File: config.mk
export PLATFORM = sky130hd
export DESIGN_NAME = skew_feedback_gen
export DESIGN_NICKNAME = d
export VERILOG_FILES = /design/src/rtl/skew_fb_pkg.sv /design/src/rtl/conf_change_det.sv /design/src/rtl/skew_feedback_gen.sv
export SDC_FILE = /design/constraint.sdc
export NUM_CORES = 1
export LEC_CHECK = 0
export ABC_AREA = 1
export CAP_MARGIN = 20
export CORE_ASPECT_RATIO = 1.75
export CORE_MARGIN = 2
export CORE_UTILIZATION = 30
export CTS_CLUSTER_DIAMETER = 150
export DETAILED_ROUTE_END_ITERATION = 10
export PLACE_DENSITY = 0.52
export SLEW_MARGIN = 30
export SYNTH_ARGS = -nofsm -noshare
export SYNTH_HDL_FRONTEND = slang
export SYNTH_SLANG_ARGS = --single-unit
File: constraint.sdc
create_clock -name CLK -period 4.1 [get_ports CLK]
set_input_delay 1.025 -clock CLK [delete_from_list [all_inputs] [get_ports CLK]]
set_output_delay 1.025 -clock CLK [all_outputs]
set_load 0.02 [all_outputs]
File: src/rtl/skew_fb_pkg.sv
// Shared types and decision encodings for the skew feedback generator.
package skew_fb_pkg;

  typedef enum logic [1:0] {
    IDLE   = 2'd0,
    SETTLE = 2'd1,
    ACCUM  = 2'd2,
    DECIDE = 2'd3
  } state_t;

  localparam logic [1:0] DEC_UP  = 2'b10;
  localparam logic [1:0] DEC_DN  = 2'b01;
  localparam logic [1:0] DEC_BAL = 2'b00;

endpackage

File: src/rtl/conf_change_det.sv
// Flags any bit change of the monitored configuration bus relative to the previous cycle.
module conf_change_det #(
  parameter int W = 16
) (
  input  logic         CLK,
  input  logic         RST_N,
  input  logic [W-1:0] CONF,
  output logic         CHG
);

  logic [W-1:0] conf_q;

  always_ff @(posedge CLK or negedge RST_N) begin
    if (!RST_N) conf_q <= '0;
    else        conf_q <= CONF;
  end

  assign CHG = (CONF != conf_q);

endmodule

File: src/rtl/skew_feedback_gen.sv
// Windowed averaging of up/down comparator samples into registered O_INVU/O_INVD decisions,
// with settle blanking after config changes and a LOCKED flag for sustained balance.
module skew_feedback_gen
  import skew_fb_pkg::*;
#(
  parameter int CONF_W     = 4,
  parameter int WIN        = 16,
  parameter int THRESH     = 2,
  parameter int SETTLE_CYC = 8,
  parameter int LOCK_N     = 4
) (
  input  logic              CLK,
  input  logic              RST_N,
  input  logic              EN,
  input  logic              SMP_VLD,
  input  logic              SMP_UP,
  input  logic              SMP_DN,
  input  logic [CONF_W-1:0] INVU_PCONF,
  input  logic [CONF_W-1:0] INVU_NCONF,
  input  logic [CONF_W-1:0] INVD_PCONF,
  input  logic [CONF_W-1:0] INVD_NCONF,
  output logic              O_INVU,
  output logic              O_INVD,
  output logic              DEC_VLD,
  output logic              LOCKED,
  output logic [1:0]        DBG_STATE
);

  localparam int CW = $clog2(WIN + 1);
  localparam int SW = $clog2(SETTLE_CYC + 1);
  localparam int LW = $clog2(LOCK_N + 1);
  localparam logic [CW-1:0] WIN_LAST    = CW'(WIN - 1);
  localparam logic [SW-1:0] SETTLE_LAST = SW'(SETTLE_CYC - 1);
  localparam logic [LW-1:0] LOCK_MAX    = LW'(LOCK_N);
  localparam logic [CW:0]   THRESH_E    = (CW + 1)'(THRESH);

  state_t        state_q, state_d;
  logic [SW-1:0] settle_q;
  logic [CW-1:0] up_q, dn_q, n_q;
  logic [LW-1:0] lock_q, lock_nxt;
  logic          chg;
  logic          settle_clr, settle_inc, win_clr, smp_take, dec_fire;
  logic [CW:0]   up_e, dn_e;
  logic [1:0]    dec_code;

  conf_change_det #(.W(4 * CONF_W)) u_chg (
    .CLK   (CLK),
    .RST_N (RST_N),
    .CONF  ({INVU_PCONF, INVU_NCONF, INVD_PCONF, INVD_NCONF}),
    .CHG   (chg)
  );

  assign DBG_STATE = state_q;

  always_ff @(posedge CLK or negedge RST_N) begin
    if (!RST_N) state_q <= IDLE;
    else        state_q <= state_d;
  end

  always_comb begin
    state_d    = state_q;
    settle_clr = 1'b0;
    settle_inc = 1'b0;
    win_clr    = 1'b0;
    smp_take   = 1'b0;
    dec_fire   = 1'b0;
    case (state_q)
      IDLE: begin
        settle_clr = 1'b1;
        win_clr    = 1'b1;
        state_d    = SETTLE;
      end
      SETTLE: begin
        if (chg) begin
          settle_clr = 1'b1;
        end else if (settle_q == SETTLE_LAST) begin
          settle_clr = 1'b1;
          win_clr    = 1'b1;
          state_d    = ACCUM;
        end else begin
          settle_inc = 1'b1;
        end
      end
      ACCUM: begin
        // A config change outranks a coincident sample: the partial window is discarded.
        if (chg) begin
          settle_clr = 1'b1;
          win_clr    = 1'b1;
          state_d    = SETTLE;
        end else if (SMP_VLD) begin
          smp_take = 1'b1;
          if (n_q == WIN_LAST) state_d = DECIDE;
        end
      end
      DECIDE: begin
        dec_fire   = 1'b1;
        settle_clr = 1'b1;
        state_d    = SETTLE;
      end
      default: state_d = IDLE;
    endcase
    if (!EN) begin
      state_d    = IDLE;
      settle_clr = 1'b1;
      settle_inc = 1'b0;
      win_clr    = 1'b1;
      smp_take   = 1'b0;
      dec_fire   = 1'b0;
    end
  end

  // Margins compared one bit wider so count+THRESH cannot wrap.
  always_comb begin
    up_e     = {1'b0, up_q};
    dn_e     = {1'b0, dn_q};
    dec_code = DEC_BAL;
    if (up_e > dn_e + THRESH_E)      dec_code = DEC_UP;
    else if (dn_e > up_e + THRESH_E) dec_code = DEC_DN;
    lock_nxt = (lock_q == LOCK_MAX) ? lock_q : lock_q + 1'b1;
  end

  always_ff @(posedge CLK or negedge RST_N) begin
    if (!RST_N) begin
      settle_q <= '0;
      up_q     <= '0;
      dn_q     <= '0;
      n_q      <= '0;
      lock_q   <= '0;
      O_INVU   <= 1'b0;
      O_INVD   <= 1'b0;
      DEC_VLD  <= 1'b0;
      LOCKED   <= 1'b0;
    end else begin
      if (settle_clr)      settle_q <= '0;
      else if (settle_inc) settle_q <= settle_q + 1'b1;

      if (win_clr) begin
        up_q <= '0;
        dn_q <= '0;
        n_q  <= '0;
      end else if (smp_take) begin
        n_q <= n_q + 1'b1;
        if (SMP_UP && !SMP_DN) up_q <= up_q + 1'b1;
        if (SMP_DN && !SMP_UP) dn_q <= dn_q + 1'b1;
      end

      DEC_VLD <= dec_fire;
      if (dec_fire) {O_INVU, O_INVD} <= dec_code;

      if (!EN) begin
        lock_q <= '0;
        LOCKED <= 1'b0;
      end else if (dec_fire) begin
        if (dec_code == DEC_BAL) begin
          lock_q <= lock_nxt;
          LOCKED <= (lock_nxt == LOCK_MAX);
        end else begin
          lock_q <= '0;
          LOCKED <= 1'b0;
        end
      end
    end
  end

endmodule

==> results.sh, run 1 <==
export IMPL_h_tree_depth=2
export IMPL_finalWirelength_mm=6.24
export IMPL_dp_cells=548
export IMPL_syn_area_mm2=0.00288
export IMPL_pwr_share_clk_pct=37.7
export IMPL_io_buffers=27
export IMPL_grt_overflow_total=0
export IMPL_crit_type="input pin to register"
export IMPL_dieWidth_um=78.1
export IMPL_drv_cap=0
export IMPL_critPathArrivalTime_ps=2810
export IMPL_initial_core_util_pct=30.6
export IMPL_final_cells=556
export IMPL_p_sw_w=0.000384
export IMPL_drtIter0Drc=123
export IMPL_synth_flop_cell="dfrtp_1"
export IMPL_grt_pass1_vias=2478
export IMPL_synth_edf_count=0
export IMPL_power_density_mw_per_mm2=365
export IMPL_drv_slew=0
export IMPL_worstPathMaxFanout=19
export IMPL_nets=478
export IMPL_comb_power_share_pct=23.7
export IMPL_dieArea_mm2=0.0104
export IMPL_finalSetupViolCount=0
export IMPL_gp_congestion=0.769
export IMPL_boundaryPins=28
export IMPL_avgSynthCellArea_um2=7.17
export IMPL_async_flop_share_pct=100
export IMPL_layout_min_cycle_time_ps=2630
export IMPL_ir_worst_vdd_uv=154
export IMPL_timing_setup_tns_ps=0
export IMPL_antenna_found_initial=0
export IMPL_layout_common_cells="nand2_1 (120), inv_1 (87), nor2_1 (47)"
export IMPL_ys_ff_latch=44
export IMPL_via_per_inst=4.39
export IMPL_die_h_um=134
export IMPL_drive_gt1_share_pct=4.15
export IMPL_fmax_mhz=380
export IMPL_hold_class="register to register"
export IMPL_power_leakage_nw=1.83
export IMPL_syn_nets=447
export IMPL_finalCritPeriodShare_pct=64.2
export IMPL_syn_inst=402
export IMPL_worstMarginPinSlew_ps=583
export IMPL_ant_nets=0
export IMPL_post_route_util_pct=36.7
export IMPL_synth_top_area_share_pct=38.2
export IMPL_dr_total_vias=2441
export IMPL_rsz0062_at_grt="no"
export IMPL_worst_setup_path_end_kind="register"
export IMPL_grt_max_degree=45
export IMPL_final_common_cell="nand2_1"
export IMPL_cts_buffers=5
export IMPL_routedWlPerCell_um=11.2
export IMPL_crit_required_ps=4280
export IMPL_ys_seq_area_share_pct=38.2
export IMPL_design_core_area_mm2=0.00941
export IMPL_post_cts_buffers=0
export IMPL_cp_start_kind="input pin"
export IMPL_tritoncts="yes"
export IMPL_grt_first_pass_wirelength_mm=11.0
export IMPL_areaGrowthSynthToFinish_pct=19.8
export IMPL_dr_pass1_iters=4
export IMPL_antenna_diode_count=0
export IMPL_clkLatencyLatePin_ps=290
export IMPL_dp_hpwl_mm=4.98
export IMPL_postCtsHoldBufs=0
export IMPL_route_detailed_drc=0
export IMPL_hold_viol_final=0
export IMPL_root_buffer="clkbuf_16"
export IMPL_yosys_area_top_type="dfrtp_1"
export IMPL_synth_warnings=0
export IMPL_clock_skew_ps=5.38
export IMPL_slew_headroom_pct=61.1
export IMPL_clk_pin_slew_ps=60
export IMPL_cts_sinks=44
export IMPL_rows=47
export IMPL_power_frac_seq_pct=38.5
export IMPL_post_cts_resize_count=0
export IMPL_synth_area_leaders="dfrtp_1 (38%), nand2_1 (16%), inv_1 (11%)"
export IMPL_swShare_pct=30.5
export IMPL_hold_ws_ps=486
export IMPL_status="complete, no violations"
export IMPL_cts_buffer_depth=2
export IMPL_groute_usage_overall_pct=13.1
export IMPL_p_int_w=0.000877
export IMPL_ys_types=28
==> per-stage QoR <==
step	instance area (um^2)	setup slack [ps]	total power, W
after global routing	3450	1240	0.00134
after floorplan	2880	1930	0.000688
final	3450	1470	0.00126
after CTS	3450	1440	0.00128
after global placement	3270	1180	0.000793
after detailed placement	3270	1140	0.000799
==> sequential cells by signal (all words and copies together), names as in the netlist <==
| signal | flops |
|---|---|
| O_INVU | 1 |
| DEC_VLD | 1 |
| DBG_STATE | 2 |
| O_INVD | 1 |
| dn_q | 5 |
| u_chg.conf_q | 16 |
| lock_q | 3 |
| settle_q | 4 |
| up_q | 5 |
| LOCKED | 1 |
| n_q | 5 |
==> metal layers <==
layer	up-vias	track usage [%]	part of all wire, %
met1	1115	13.2	39
met2	38	26.1	57
li1	1281	-	-
met5	-	0	0
met4	0	4.29	1.5
met3	7	2.30	2.9
==> cells by family (layout without fill, tap and decap cells) <==
family	count (synthesis)	count (layout)	share of synthesized area, %
compound gates	29	29	5.73
flops	44	44	38.2
buf+inv	91	123	12.4
xor+xnor	8	8	2.43
simple gates	207	207	31.2
fa+ha+maj	23	23	9.99
==> synth_stat cells (3+ instances only) <==
master and instances:
ha_1 23, inv_1 87, nand2_1 120, xor2_1 4, nor2_1 47, o21ai_0 9
nand3_1 16, nand4_1 14, xnor2_1 4, dfrtp_1 44, a21oi_1 10, nor2_4 3
==> critical path, cell delays in order <==
cell             delay (ps)
clkdlybuf4s50_1         510
inv_1                    50
nand2_1                  50
nand2_1                  70
nor2_1                  100
nand2_1                 110
nor2_4                  190
nand3_4                 120
nor2_8                  240
nand2_1                 130
nand2_1                  80
nand2_1                  50
nand2_1                  50
inv_1                    40
==> power groups by stage <==
stage                     Sequential (W)  Combinational (W)  Clock [W]
after floorplan                 0.000506           0.000183          0
after global placement          0.000492           0.000300          0
after detailed placement        0.000494           0.000305          0
after CTS                       0.000485           0.000307   0.000492
after global routing            0.000488           0.000343   0.000511
final                           0.000486           0.000299   0.000476
==> cell type report <==
class / count / area [um^2]
fill: 1019 / 5960
multi-input combinational: 267 / 1420
sequential: 44 / 1100
inverter: 88 / 330
timing repair buffer: 27 / 268
tap: 122 / 153
clock buffer: 6 / 139
clock inverter: 2 / 38.8
==> final timing paths <==
kind	startpoint	endpoint	slack, ps	cells past startpoint
setup reg to reg	up_q[1]	LOCKED	1960	10
min in group asynchronous	RST_N	u_chg.conf_q[1]	740	1
hold reg to reg	LOCKED	LOCKED	490	2
setup / recovery	INVD_NCONF[1]	up_q[1]	1470	14
max in group asynchronous	RST_N	n_q[3]	2960	1
hold / removal	LOCKED	LOCKED	490	2
Note: power is estimated with default switching activity, not from simulation.
==> run 2, diff against run 1 <==
Clock period 4.1 ns to 2.6 ns, I/O delays scaled along.
==> run 2 against run 1 <==
  * Non-clock buffer count grew 10
  * Clock skew grew 1.9 ps
  * Hold slack lost 46 ps
  * Critical path type unchanged
  * Combinational power increased by 70%
  * Highest routed layer unchanged
  * Wire length rose by 4.9%
  * Setup slack got worse by 1100 ps
  * Sequential share of layout area decreased by 0.41 points
==> results.sh, run 2 (synthesis gave the netlist of run 1 again) <==
export IMPL_status="complete, no violations"
export IMPL_groute_usage_overall_pct=13.6
export IMPL_drtIter0Drc=68
export IMPL_worst_setup_path_end_kind="register"
export IMPL_routedWlPerCell_um=11.6
export IMPL_grt_max_degree=45
export IMPL_cts_buffers=5
export IMPL_reg2reg_slack_ps=500
export IMPL_rsz0062_at_grt="no"
export IMPL_reg2reg_from="up_q[1]"
export IMPL_tritoncts="yes"
export IMPL_cts_buffer_depth=2
export IMPL_clk_pin_slew_ps=60
export IMPL_top_register="u_chg.conf_q"
export IMPL_gp_congestion=0.800
export IMPL_setup_worst_path_end="n_q[1]"
export IMPL_rr_endpoint="LOCKED"
export IMPL_finalCritPeriodShare_pct=86.6
export IMPL_root_buffer="clkbuf_16"
export IMPL_drv_slew=0
export IMPL_ant_nets=0
export IMPL_design_core_area_mm2=0.00941
export IMPL_nets=488
export IMPL_final_cells=566
export IMPL_timing_setup_tns_ps=0
export IMPL_h_tree_depth=2
export IMPL_io_buffers=27
export IMPL_largest_reg_flops=16
export IMPL_clock_skew_ps=7.27
export IMPL_dr_total_vias=2505
export IMPL_layout_min_cycle_time_ps=2250
export IMPL_postCtsHoldBufs=0
export IMPL_hold_class="input pin to asynchronous set/reset pin"
export IMPL_antenna_diode_count=0
export IMPL_reg2regPathDepth=10
export IMPL_crit_required_ps=2820
export IMPL_cp_start_kind="input pin"
export IMPL_final_common_cell="nand2_1"
export IMPL_cpPeakStageDelay_ps=500
export IMPL_areaGrowthSynthToFinish_pct=21.4
export IMPL_startpoint="INVD_NCONF[0]"
export IMPL_power_leakage_nw=1.86
export IMPL_crit_type="input pin to register"
export IMPL_post_cts_buffers=0
export IMPL_grt_overflow_total=0
export IMPL_ir_worst_vdd_uv=449
export IMPL_finalWirelength_mm=6.55
export IMPL_hold_viol_final=0
export IMPL_die_h_um=134
export IMPL_power_density_mw_per_mm2=548
export IMPL_boundaryPins=28
export IMPL_worstPathMaxFanout=8
export IMPL_dp_cells=558
export IMPL_fmax_mhz=444
export IMPL_dieWidth_um=78.1
export IMPL_layout_common_cells="nand2_1 (120), inv_1 (87), nor2_1 (47)"
export IMPL_finalSetupViolCount=0
export IMPL_clkLatencyLatePin_ps=290
export IMPL_rows=47
export IMPL_via_per_inst=4.43
export IMPL_grt_first_pass_wirelength_mm=11.1
export IMPL_path_cells="clkdlybuf4s50_1 > inv_1 > nand2_1 > nand2_1 > nor2_1 > nand2_1 > nor2_4 > nand3_4 > nor2_8 > buf_4 > nand2_1 > o21ai_1 > inv_1 > nor2_1"
export IMPL_cts_sinks=44
export IMPL_route_detailed_drc=0
export IMPL_grt_pass1_vias=2545
export IMPL_dp_hpwl_mm=5.13
export IMPL_drv_cap=0
export IMPL_dr_pass1_iters=4
export IMPL_drive_gt1_share_pct=6.08
export IMPL_critPathArrivalTime_ps=2470
export IMPL_worstMarginPinSlew_ps=600
export IMPL_antenna_found_initial=0
export IMPL_dieArea_mm2=0.0104
export IMPL_post_cts_resize_count=0
export IMPL_initial_core_util_pct=30.6
export IMPL_slew_headroom_pct=59.9
export IMPL_cpMaxStageDelayCell="clkdlybuf4s50_1"
export IMPL_path_common_cell="nand2_1"
==> run 2: cell count changes in the layout (fill, tap and decap cells not counted) <==
cell	change
buf_2	+1
buf_4	+9
bufinv_16	-1
clkbuf_1	+1
clkinv_4	-1
clkinvlp_4	+1
==> run 2: critical path: cells and delay by family <==
kind	cells	cell delay (ps)
simple gates	9	970
compound gates	1	70
buf+inv	4	770
==> run 2: cell type report <==
class / count / area (um^2)
clock inverter: 1 / 7.51
sequential: 44 / 1100
tap: 122 / 153
fill: 1021 / 5910
timing repair buffer: 37 / 340
clock buffer: 7 / 143
multi-input combinational: 267 / 1420
inverter: 88 / 330
==> run 2: through the flow <==
stage | setup slack (ps) | area [um^2] | total power [W] | hold WS (ps) | utilization, %
detailed placement | 22.4 | 3350 | 0.00129 | 481 | 35.6
global route | 103 | 3500 | 0.00205 | 507 | 37.2
global placement | 27.2 | 3350 | 0.00129 | 477 | 35.6
floorplan | 715 | 2880 | 0.00109 | 354 | -
CTS | 307 | 3500 | 0.00196 | 477 | 37.2
finish | 349 | 3500 | 0.00192 | 441 | 37.2
==> run 2: layer usage <==
metal	GRT usage, %	vias up	part of all wire, %
li1	-	1303	-
met1	12.7	1141	37
met2	26.7	45	55
met3	2.44	16	3.1
met4	7.60	0	4.5
met5	0	-	0
==> run 2: worst min-delay path by stage <==
stage	depth (start not counted)	end	slack, ps	start
floorplan	0	DBG_STATE[0]	350	RST_N
global placement	2	LOCKED	480	LOCKED
detailed placement	2	O_INVD	480	O_INVD
CTS	2	lock_q[2]	480	RST_N
global route	2	lock_q[2]	510	RST_N
finish	2	lock_q[2]	440	RST_N
==> run 2: power by group <==
| group | internal, W | switching [W] |
|---|---|---|
| clock | 0.000383 | 0.000259 |
| combinational | 0.000206 | 0.000301 |
| sequential | 0.000725 | 0.0000418 |
==> edit: new RTL, settings of run 1 <==
Register the input `INVU_NCONF` before use, cleared by the reset. The logic sees it one clock later. The other inputs are not delayed to match.
--- a/src/rtl/skew_feedback_gen.sv
+++ b/src/rtl/skew_feedback_gen.sv
@@ -35,4 +35,14 @@
   localparam logic [CW:0]   THRESH_E    = (CW + 1)'(THRESH);
 
+  logic [CONF_W-1:0] INVU_NCONF_q;
+
+  always_ff @(posedge CLK or negedge RST_N) begin
+    if (!RST_N) begin
+      INVU_NCONF_q <= '0;
+    end else begin
+      INVU_NCONF_q <= INVU_NCONF;
+    end
+  end
+
   state_t        state_q, state_d;
   logic [SW-1:0] settle_q;
@@ -47,5 +57,5 @@
     .CLK   (CLK),
     .RST_N (RST_N),
-    .CONF  ({INVU_PCONF, INVU_NCONF, INVD_PCONF, INVD_NCONF}),
+    .CONF  ({INVU_PCONF, INVU_NCONF_q, INVD_PCONF, INVD_NCONF}),
     .CHG   (chg)
   );
Check against the original RTL: not equivalent (Yosys sat finds a counterexample within 10 cycles, from zero or initial values and one cycle with RST_N low).
==> edit against run 1 <==
  * Routed wire length fell by 13%
  * Sequential cell count up 4
  * Fmax fell by 1.7%
  * Total power down 0.41%
  * Critical path type unchanged
  * Final area is 3.7% lower
  * Setup slack worse by 46 ps
  * Die area fell by 4.4%
  * Synthesized area shrank 4.6%
==> edit: results (changes against run 1) <==
Worst Min Path Start=INVU_NCONF_q[1]; Worst-Margin Slew=730 ps (+147 ps); Max FO, Critical Path=20 (+1); met3 Resource Use GR=2.54% (+0.24 points); final WL=5430 um (-13%); layout cells sized above 1=4.82% (+0.67 points); clk_skew=7.62 ps (+2.25 ps); met2 wire length=3040 um (-14%); # fillers=970 (-4.8%); met2 GRT Util=23.3% (-2.8 points); Worst R2R Setup Slack=2100 ps (+140 ps); Power Clock=463 uW (-3%); Synthesized Nets=405 (-9.4%); vias in the first global route=2134 (-14%); Total Routing Usage GR=11.8% (-1.3 points); maximum vdd drop=0.192 mV (+24%); worst r2r path cells=10 (unchanged); Placer Congestion=0.754 (-1.9%); final net count=438 (-8.4%); met3 WL=134 um (-26%); switching share of power=28.7% (-1.7 points); Hold Path Sink=u_chg.conf_q[9]; Synth area leaders=dfrtp_1 44%, nand2_1 13%, ha_1 10%, inv_1 8.7%, nor2_1 7.6%; Pleak=1.69 nW (-7.5%); run status=completed; Post-Route M1 WL=2180 um (-9.9%); largest net degree at the start of global routing=32 (-29%); post-synthesis sequential area ratio=43.7% (+5.5 points); CP arrival=2850 ps (+40 ps); GR Util met1=12.0% (-1.2 points); initial antenna violation count=0 (unchanged); hold depth=0 (-2); Sequential Power Share=41.7% (+3.2 points); commonest cells in the netlist=94 x nand2_1, 64 x inv_1, 56 x nor2_1; dpl hpwl=4240 um (-15%); Post-Place Setup Slack=1100 ps (-42.8 ps); distinct cell type count after synthesis=25 (-11%); Initial DRC Count=63 (-49%); vias per cell=4.33 (-1.3%); first-pass GRT wire length=9470 um (-14%); Psw=361 uW (-6.1%)
-- edit: cell count changes after synthesis, sizes merged, moves of 4 or more --
cell / before / now
nor2: 51 / 58
nand2: 122 / 96
dfrtp: 44 / 48
nand4: 14 / 7
inv: 88 / 64
-- edit: cell families (layout without fill, tap and decap cells) --
group	count (synthesis)	in the layout	share of synthesized area, %
simple gates	189	189	28.8
fa+ha+maj	23	23	10.5
compound gates	27	27	5.60
flops	48	48	43.7
buf+inv	67	101	9.56
xor+xnor	6	6	1.91
-- edit: area by class of cell --
| cell class | instances | area, um2 | area share, % |
|---|---|---|---|
| clock buffers | 5 | 125 | 3.76 |
| clock inverters | 3 | 42.5 | 1.28 |
| inverters | 64 | 240 | 7.23 |
| multi-input cells | 245 | 1280 | 38.7 |
| flip-flops and latches | 48 | 1200 | 36.1 |
| well taps | 120 | 150 | 4.52 |
| repair buffers | 29 | 280 | 8.43 |
-- edit: metrics by stage --
stage / hold WS, ps / cells / utilization (%) / instance area, um2
CTS: 401 / 514 / 37.0 / 3320
finish: 401 / 514 / 37.0 / 3320
floorplan: 374 / 360 / - / 2750
global placement: 381 / 506 / 35.2 / 3160
global route: 423 / 514 / 37.0 / 3320
detailed placement: 386 / 506 / 35.2 / 3160
-- edit: worst max-delay path by stage --
stage / start / end / slack (ps) / cells after the start
after floorplan: INVD_NCONF[2] / up_q[0] / 1920 / 12
after global placement: INVD_NCONF[2] / up_q[0] / 1150 / 13
after detailed placement: INVD_NCONF[2] / up_q[0] / 1100 / 13
after CTS: INVD_NCONF[2] / up_q[0] / 1390 / 13
after global routing: INVU_PCONF[3] / n_q[0] / 1210 / 13
final: INVD_NCONF[2] / up_q[0] / 1420 / 13
